File: config.mk
export PLATFORM = sky130hd
export DESIGN_NAME = ecc_hamming_74_decoder_pipe
export DESIGN_NICKNAME = d
export VERILOG_FILES = /design/src/rtl/ecc_hamming_pkg.sv /design/src/rtl/ecc_hamming_74_syndrome.sv /design/src/rtl/ecc_hamming_74_decoder_pipe.sv
export SDC_FILE = /design/constraint.sdc
export NUM_CORES = 1
export LEC_CHECK = 0
export ABC_CLOCK_PERIOD_IN_PS = 2820
export BUFFER_PORTS_ARGS = -buffer_cell sky130_fd_sc_hd__buf_2
export CAP_MARGIN = 10
export CORE_MARGIN = 8
export CORE_UTILIZATION = 60
export DETAILED_ROUTE_END_ITERATION = 10
export GPL_ROUTABILITY_DRIVEN = 0
export PLACE_DENSITY = 0.95
export REMOVE_ABC_BUFFERS = 1
export SYNTH_ARGS = -nofsm -noshare
export SYNTH_HDL_FRONTEND = slang
export SYNTH_SLANG_ARGS = --single-unit
File: constraint.sdc
create_clock -name clk -period 2.82 [get_ports clk]
set_clock_uncertainty 0.1 [all_clocks]
set_input_delay 0.282 -clock clk [delete_from_list [all_inputs] [get_ports clk]]
set_output_delay 0.282 -clock clk [all_outputs]
set_load 0.01 [all_outputs]
File: src/rtl/ecc_hamming_pkg.sv
// Shared types and widths for the (7,4)+overall-parity SECDED decode path.
// Combinational definitions only; no latency, no flow control.
package ecc_hamming_pkg;
   localparam int SYN_W  = 3;
   localparam int DATA_W = 4;
   localparam int CW_W   = 7;

   typedef enum logic [1:0] {
      ECC_OK     = 2'd0,
      ECC_CORR   = 2'd1,
      ECC_UNCORR = 2'd2
   } ecc_status_t;

   typedef struct packed {
      logic [CW_W-1:0]  codeword;
      logic [SYN_W-1:0] syndrome;
      logic             parity_err;
      ecc_status_t      status;
   } s1_t;

   typedef struct packed {
      logic [DATA_W-1:0] data;
      ecc_status_t       status;
      logic [SYN_W-1:0]  syndrome;
      logic [CW_W-1:0]   codeword;
   } s2_t;

   // Data bits sit at Hamming positions 3,5,6,7.
   function automatic logic [DATA_W-1:0] extract_data(input logic [CW_W-1:0] cw);
      return {cw[6], cw[5], cw[4], cw[2]};
   endfunction
endpackage

File: src/rtl/ecc_hamming_74_syndrome.sv
// Syndrome, overall-parity error and SECDED class for one (7,4)+parity word.
// Purely combinational: zero latency, no flow control.
module ecc_hamming_74_syndrome
   import ecc_hamming_pkg::*;
(
   input  logic [CW_W-1:0]  codeword,
   input  logic             extra_parity,
   output logic [SYN_W-1:0] syndrome,
   output logic             parity_err,
   output ecc_status_t      status
);
   assign syndrome[0] = codeword[0] ^ codeword[2] ^ codeword[4] ^ codeword[6];
   assign syndrome[1] = codeword[1] ^ codeword[2] ^ codeword[5] ^ codeword[6];
   assign syndrome[2] = codeword[3] ^ codeword[4] ^ codeword[5] ^ codeword[6];
   assign parity_err  = (^codeword) ^ extra_parity;

   // Odd overall parity means exactly one flip (possibly the parity bit itself).
   always_comb begin
      status = ECC_UNCORR;
      if (parity_err)
         status = ECC_CORR;
      else if (syndrome == '0)
         status = ECC_OK;
   end
endmodule

File: src/rtl/ecc_hamming_74_decoder_pipe.sv
// Two-stage SECDED decoder with saturating error counters and a sticky error log.
// Latency 2 cycles; in_ready follows out_ready combinationally, output held under backpressure.
module ecc_hamming_74_decoder_pipe
   import ecc_hamming_pkg::*;
#(
   parameter int CNT_W = 16
)
(
   input  logic              clk,
   input  logic              rst_n,
   input  logic              in_valid,
   output logic              in_ready,
   input  logic [CW_W-1:0]   in_codeword,
   input  logic              in_extra_parity,
   output logic              out_valid,
   input  logic              out_ready,
   output logic [DATA_W-1:0] out_data,
   output logic [1:0]        out_status,
   output logic [SYN_W-1:0]  out_syndrome,
   output logic [CNT_W-1:0]  corr_cnt,
   output logic [CNT_W-1:0]  uncorr_cnt,
   input  logic              cnt_clr,
   output logic              log_valid,
   output logic [CW_W-1:0]   log_codeword,
   output logic [SYN_W-1:0]  log_syndrome,
   input  logic              log_clr
);
   logic             s1_valid, s2_valid;
   logic             s1_adv, s2_adv, deliver;
   s1_t              s1, s1_nxt;
   s2_t              s2;
   logic [CW_W-1:0]  flip_mask, corr_cw;

   ecc_hamming_74_syndrome u_syn (
      .codeword     (in_codeword),
      .extra_parity (in_extra_parity),
      .syndrome     (s1_nxt.syndrome),
      .parity_err   (s1_nxt.parity_err),
      .status       (s1_nxt.status)
   );
   assign s1_nxt.codeword = in_codeword;

   assign s2_adv   = !s2_valid || out_ready;
   assign s1_adv   = !s1_valid || s2_adv;
   assign in_ready = s1_adv;
   assign deliver  = s2_valid && out_ready;

   // A zero syndrome with odd parity means only the parity bit flipped.
   always_comb begin
      flip_mask = '0;
      if (s1.parity_err && s1.syndrome != '0)
         flip_mask[s1.syndrome - 3'd1] = 1'b1;
      corr_cw = s1.codeword ^ flip_mask;
   end

   always_ff @(posedge clk or negedge rst_n) begin
      if (!rst_n) begin
         s1_valid <= 1'b0;
         s2_valid <= 1'b0;
         s1       <= '0;
         s2       <= '0;
      end else begin
         if (s1_adv) begin
            s1_valid <= in_valid;
            if (in_valid)
               s1 <= s1_nxt;
         end
         if (s2_adv) begin
            s2_valid <= s1_valid;
            if (s1_valid) begin
               s2.data     <= extract_data(corr_cw);
               s2.status   <= s1.status;
               s2.syndrome <= s1.syndrome;
               s2.codeword <= s1.codeword;
            end
         end
      end
   end

   always_ff @(posedge clk or negedge rst_n) begin
      if (!rst_n) begin
         corr_cnt   <= '0;
         uncorr_cnt <= '0;
      end else if (cnt_clr) begin
         corr_cnt   <= '0;
         uncorr_cnt <= '0;
      end else if (deliver) begin
         if (s2.status == ECC_CORR && corr_cnt != '1)
            corr_cnt <= corr_cnt + CNT_W'(1);
         if (s2.status == ECC_UNCORR && uncorr_cnt != '1)
            uncorr_cnt <= uncorr_cnt + CNT_W'(1);
      end
   end

   always_ff @(posedge clk or negedge rst_n) begin
      if (!rst_n) begin
         log_valid    <= 1'b0;
         log_codeword <= '0;
         log_syndrome <= '0;
      end else if (log_clr) begin
         log_valid    <= 1'b0;
         log_codeword <= '0;
         log_syndrome <= '0;
      end else if (deliver && s2.status == ECC_UNCORR && !log_valid) begin
         log_valid    <= 1'b1;
         log_codeword <= s2.codeword;
         log_syndrome <= s2.syndrome;
      end
   end

   assign out_valid    = s2_valid;
   assign out_data     = s2.data;
   assign out_status   = s2.status;
   assign out_syndrome = s2.syndrome;
endmodule

* Word-level counts from Yosys, hierarchy flattened
Index checks and enable logic that the tools add are counted.
Storage, ports and cells: bits of input ports 14, bits in registers 74
Operators by class: $add $sub $neg 3, reduce and logical (&&, ||, !) cells 23, bitwise logic cells 11, mux-type cells 17, order comparisons 2, equality and inequality tests 4
Operator list (number):
- $mux W16 | 6
- $add A16 B1 Y16 const B | 2
- $ne A16 B16 Y1 const B | 2
- $mux W7 | 3
- $xor A1 B1 Y1 | 10
- $reduce_and A2 Y1 | 4
- $reduce_bool A2 Y1 | 4
- $logic_and A1 B1 Y1 | 7
- $reduce_xor A7 Y1 | 1
- $xor A7 B7 Y7 | 1
- $mux W3 | 2
- $lt A3 B4 Y1 const B | 1
- $mux W2 | 2
- $demux W1 S3 | 1
- $ge A3 B1 Y1 const B | 1
- $logic_not A1 Y1 | 3
- $logic_not A3 Y1 | 1
- $mux W1 | 3
- $reduce_bool A3 Y1 | 1
- $sub A3 B1 Y3 const B | 1
- $eq A2 B1 Y1 const B | 1
- $eq A2 B2 Y1 const B | 1
- $logic_or A1 B1 Y1 | 2

* Logic depth before layout (Yosys ltp)
depth in word-level cells 7, gate-level depth with buffers 7

* Modules after synthesis
From an unflattened synthesis, not the netlist that was laid out.
Second synthesis, totals: cell total of the unflattened synthesis 368, area total of the unflattened synthesis 3808.7 um2
By module, submodules not included:
- ecc_hamming_74_decoder_pipe | instances 1, area each 3667.3 um2, cells an instance 352
- ecc_hamming_74_syndrome | instances 1, area each 141.4 um2, cells an instance 16

* Least setup slack after synthesis
No wires, ideal clock.
path kind reg2reg, start point register uncorr_cnt[3], end point register uncorr_cnt[13], buffers on the path 1, clock period less this slack 1.868 ns, data arrival time 1.644 ns, cell stages (with the launch flop) 6, slack 0.952 ns, required time 2.595 ns, cell sequence dfrtp_1 -> nand4_2 -> or2_1 -> buf_2 -> nor4_1 -> mux2_2
Between the ends: longest elaborated chain between the ends 4, elaborated cells between the ends (all ways) 8, classes of those cells add/sub (1); eq/ne (1); mux (3); reduce/logical (3)
Ends and longest elaborated chain:
- start, declared | RTL line ecc_hamming_74_decoder_pipe.sv:21 | output logic [CNT_W-1:0] uncorr_cnt,
- start signal, assigned | RTL line ecc_hamming_74_decoder_pipe.sv:91 | uncorr_cnt <= uncorr_cnt + CNT_W'(1);
- $add A16 B1 Y16 or $ne A16 B16 Y1 (tied branches) | RTL line ecc_hamming_74_decoder_pipe.sv:91, ecc_hamming_74_decoder_pipe.sv:90
- $mux W16 or $logic_and A1 B1 Y1 (tied branches) | RTL line ecc_hamming_74_decoder_pipe.sv:90 | if (s2.status == ECC_UNCORR && uncorr_cnt != '1)
- $mux W16 or $reduce_bool A2 Y1 (tied branches)
- $mux W16 or $reduce_and A2 Y1 (tied branches)
Several ways; a longest one is shown, not always the timed one. The select of a mux whose other input is x is not followed. A chain may end at the register's enable or synchronous reset.

* Worst setup path in the final report
start point register s2, in the netlist out_status[0], end point register uncorr_cnt[10]
Between the ends: longest elaborated chain between the ends 4
Ends and longest elaborated chain:
- start, declared | RTL line ecc_hamming_74_decoder_pipe.sv:31 | s2_t s2;
- $eq A2 B2 Y1 | RTL line ecc_hamming_74_decoder_pipe.sv:90
- $logic_and A1 B1 Y1 | RTL line ecc_hamming_74_decoder_pipe.sv:90
- $reduce_bool A2 Y1 (no source line)
- $reduce_and A2 Y1 (no source line)
Every way passes these cells.

==> results.yml <==
floorplanning:
  io_pins: 68
  die_width_microns: 94.7
  initial_core_util_pct: 62.4
  std_cell_rows: 28
  placeableCoreArea_sq_mm: 0.00596
  die_ar_sq_mm: 0.00897
  die_h_microns: 94.7
synthesis:
  yosys_warnings: 0
  post_synth_instance_area_sq_mm: 0.00372
  synth_area_per_cell_sq_um: 10.1
  postSynthRegisterBits: 73
  synth-seq-area-share_pct: 49.1
  synthAdderAreaFrac_pct: 1.35
  synth_ff_type: "sky130_fd_sc_hd__dfrtp_1"
  post-synth-top-area-cell: "sky130_fd_sc_hd__dfrtp_1"
  synthTopCellsByArea: "sky130_fd_sc_hd__dfrtp_1 (49%), sky130_fd_sc_hd__mux2_2 (7.3%), sky130_fd_sc_hd__o21ai_0 (3.1%)"
  netlist_instances: 369
  post_synthesis_cell_type_count: 45
  synth-edff-count: 0
  library_cell_with_the_highest_instance_count_after_synthesis: "sky130_fd_sc_hd__dfrtp_1"
  synthMuxAreaShare_pct: 7.81
  synthXorXnorAreaFrac_pct: 3.77
  synth_top_cell_area_share_pct: 49.1
  synth.cells.most_frequent: "sky130_fd_sc_hd__dfrtp_1 (73), sky130_fd_sc_hd__nand2_1 (25), sky130_fd_sc_hd__mux2_2 (24)"
  synthArstFlopShare_pct: 100
  largest_family_of_logic_cells_by_synthesized_area: "simple AND/OR/NAND/NOR gates"
  synth-simple-area-share_pct: 20.9
  compound_gate_fraction_of_synth_area_pct: 11.7
critical_path:
  category_of_the_most_critical_setup_path: "flop to flop"
  crit_start: "out_status[0]"
  reg2reg_from: "out_status[0]"
  critical_path.slowest_cell: "sky130_fd_sc_hd__dfrtp_1"
  worst_setup_path_end_kind: "flop"
  start_kind: "flop"
  crit_fanout: 12
  reg2reg_depth: 4
  cp.arrival_ns: 2.29
  worstPathCellList: "and4b_1 -> nand3_1 -> nor4_1 -> mux2_2"
  timing.critical_path.required_ns: 2.96
  slowest_delay_ns: 0.43
layout:
  layout-area-overhead-vs-synth_pct: 14.4
  final_core_utilization_pct: 71.4
  diodes: 0
  fillCellCount: 447
  fraction_of_layout_instances_using_a_drive_strength_above_1_pct: 26.2
  fin_nets: 448
hold_path:
  timing.hold.worst.class: "primary input to flop"
  worst_hold_path.num_cells: 2
  worstHoldStart: "in_valid"
clock_network:
  root_buffer_cell: "sky130_fd_sc_hd__clkbuf_8"
  cts_resized: 0
  htree_num_levels: 3
  cts_hold_buf: 1
  cts_tree: "done"
  cts_post_setup_buffers_inserted: 0
  cts.reportedPaths.clkPinSlew_ns: 0.08
  numCtsBuffers: 9
  clock_latency_ns: 0.35
  cts_num_sinks: 73
  clockBufferDepth: 2
sta:
  fin_tns_setup_ns: 0
  max_freq_mhz: 465
  setup_viol_count_final: 0
  timing.final.crit_period_ns: 2.15
  slew_violations: 0
  final_hold_viol_count: 0
  rsz0062_at_grt: "false"
  relative_slew_slack_pct: 49.1
  post-route-period-util_pct: 76.3
  transition_time_of_the_tightest_slew_check_pin_ns: 0.763
job:
  max_cap_viol_count: 0
detailed_routing:
  antenna_left: 0
  route.detailed.vias_per_inst: 6.13
  avgRoutedWirePerCell_microns: 17.2
  detail_route.wirelength_microns: 8750
  drt_first_pass_iters: 5
  drt_first_iter_violations: 142
  drc_errors: 0
  vias: 3124
power_and_ir_drop:
  switching_power_mw: 0.810
  power.share.clock_pct: 30.0
  peakVddDrop_uv: 459
  switching_share_pct: 31.7
  power.density_cell_area_mw_per_mm2: 601
  leakage_nw: 1.89
  power.share.sequential_pct: 50.4
  comb_pwr_share_pct: 19.6
  internal_power_mw: 1.75
global_route:
  grt_pass1_wl_microns: 14700
  grt_max_degree: 39
  global_route.usage.total_pct: 20.6
  globalRoute.totalOverflow: 0
  number_of_global_route_vias_before_repair: 3113
  antenna_found_initial: 0
placed_design:
  hpwl_microns: 6250
  io_buffer_count: 67
status:
  status: "finished, final reports clean"
## sequential cells by signal, indices dropped and copies added, names as in the netlist
name          count
uncorr_cnt       16
s2                7
out_syndrome      3
s1               12
log_valid         1
log_syndrome      3
s1_valid          1
log_codeword      7
out_data          4
out_status        2
out_valid         1
corr_cnt         16
## path summary, 6_finish.rpt
path	to	slack (ns)
max	uncorr_cnt[10]	0.67
min	s1_valid	0.04
max reg2reg	uncorr_cnt[10]	0.67
min reg2reg	out_data[2]	0.38
max in group asynchronous	s1[7]	1.37
min in group asynchronous	corr_cnt[11]	0.45
## kinds of logic after synthesis
kind of cell	after synthesis
xor+xnor	16
flops	73
buf+inv	44
compound gates	71
mux	26
fa+ha+maj	4
simple gates	135
## cells in the final DEF, fill, tap and decap left out, types with 3 or more instances in the layout
cell / count
sky130_fd_sc_hd__nor3_1: 8
sky130_fd_sc_hd__and4_1: 3
sky130_fd_sc_hd__buf_2: 67
sky130_fd_sc_hd__or4_1: 13
sky130_fd_sc_hd__dfrtp_1: 73
sky130_fd_sc_hd__nor2b_1: 6
sky130_fd_sc_hd__nand3_1: 13
sky130_fd_sc_hd__a211oi_1: 3
sky130_fd_sc_hd__nand3b_1: 12
sky130_fd_sc_hd__inv_6: 3
sky130_fd_sc_hd__nor2_1: 22
sky130_fd_sc_hd__xor2_1: 3
sky130_fd_sc_hd__ha_1: 4
sky130_fd_sc_hd__nand4_1: 6
sky130_fd_sc_hd__mux2_2: 24
sky130_fd_sc_hd__nor4_1: 5
sky130_fd_sc_hd__nand2b_1: 5
sky130_fd_sc_hd__inv_1: 22
sky130_fd_sc_hd__or3_1: 3
sky130_fd_sc_hd__clkbuf_8: 9
sky130_fd_sc_hd__o41ai_1: 3
sky130_fd_sc_hd__and4b_1: 3
sky130_fd_sc_hd__buf_4: 4
sky130_fd_sc_hd__o31ai_1: 12
sky130_fd_sc_hd__o21ai_0: 23
sky130_fd_sc_hd__xnor2_1: 13
sky130_fd_sc_hd__nand2_1: 25
sky130_fd_sc_hd__a21oi_1: 21
## critical path, delay by kind of cell (launching register included)
kind | cells | cell delay, ns
simple gates | 3 | 1.14
mux | 1 | 0.38
flops | 1 | 0.43
## metal layers
layer | share of wire, % | track usage [%] | vias up
met2 | 53 | 36.4 | 118
li1 | - | - | 1460
met1 | 38 | 23.5 | 1527
met5 | 0 | 0 | -
met4 | 2.2 | 9.62 | 0
met3 | 7.2 | 3.97 | 19
## final cells by class
cell class / instances / area [sq um] / share of cell area, %
Sequential cell: 73 / 1830 / 42.9
Multi-Input combinational cell: 252 / 1690 / 39.7
Inverter: 22 / 82.6 / 1.94
Timing Repair Buffer: 72 / 375 / 8.82
Clock buffer: 9 / 124 / 2.91
Clock inverter: 7 / 61.3 / 1.44
Tap cell: 75 / 93.8 / 2.21
## stage by stage
step	power (mW)	hold WS [ns]	worst slack, ns	instances	cell area (sq um)
floorplan	1.58	-0.114	0.879	347	3600
global placement	1.78	0.286	0.826	493	4060
detailed placement	1.81	0.288	0.749	493	4060
CTS	2.59	0.0302	0.702	510	4250
global route	2.69	0.0356	0.545	510	4250
finish	2.56	0.0409	0.668	510	4250
## power by group through the flow
| stage | clock (mW) | combinational (mW) | sequential [mW] |
|---|---|---|---|
| finish | 0.768 | 0.501 | 1.29 |
| global route | 0.827 | 0.558 | 1.31 |
| CTS | 0.789 | 0.511 | 1.29 |
| detailed placement | 0 | 0.505 | 1.31 |
| global placement | 0 | 0.484 | 1.30 |
| floorplan | 0 | 0.259 | 1.32 |
Power figures use the tool's default switching activity.
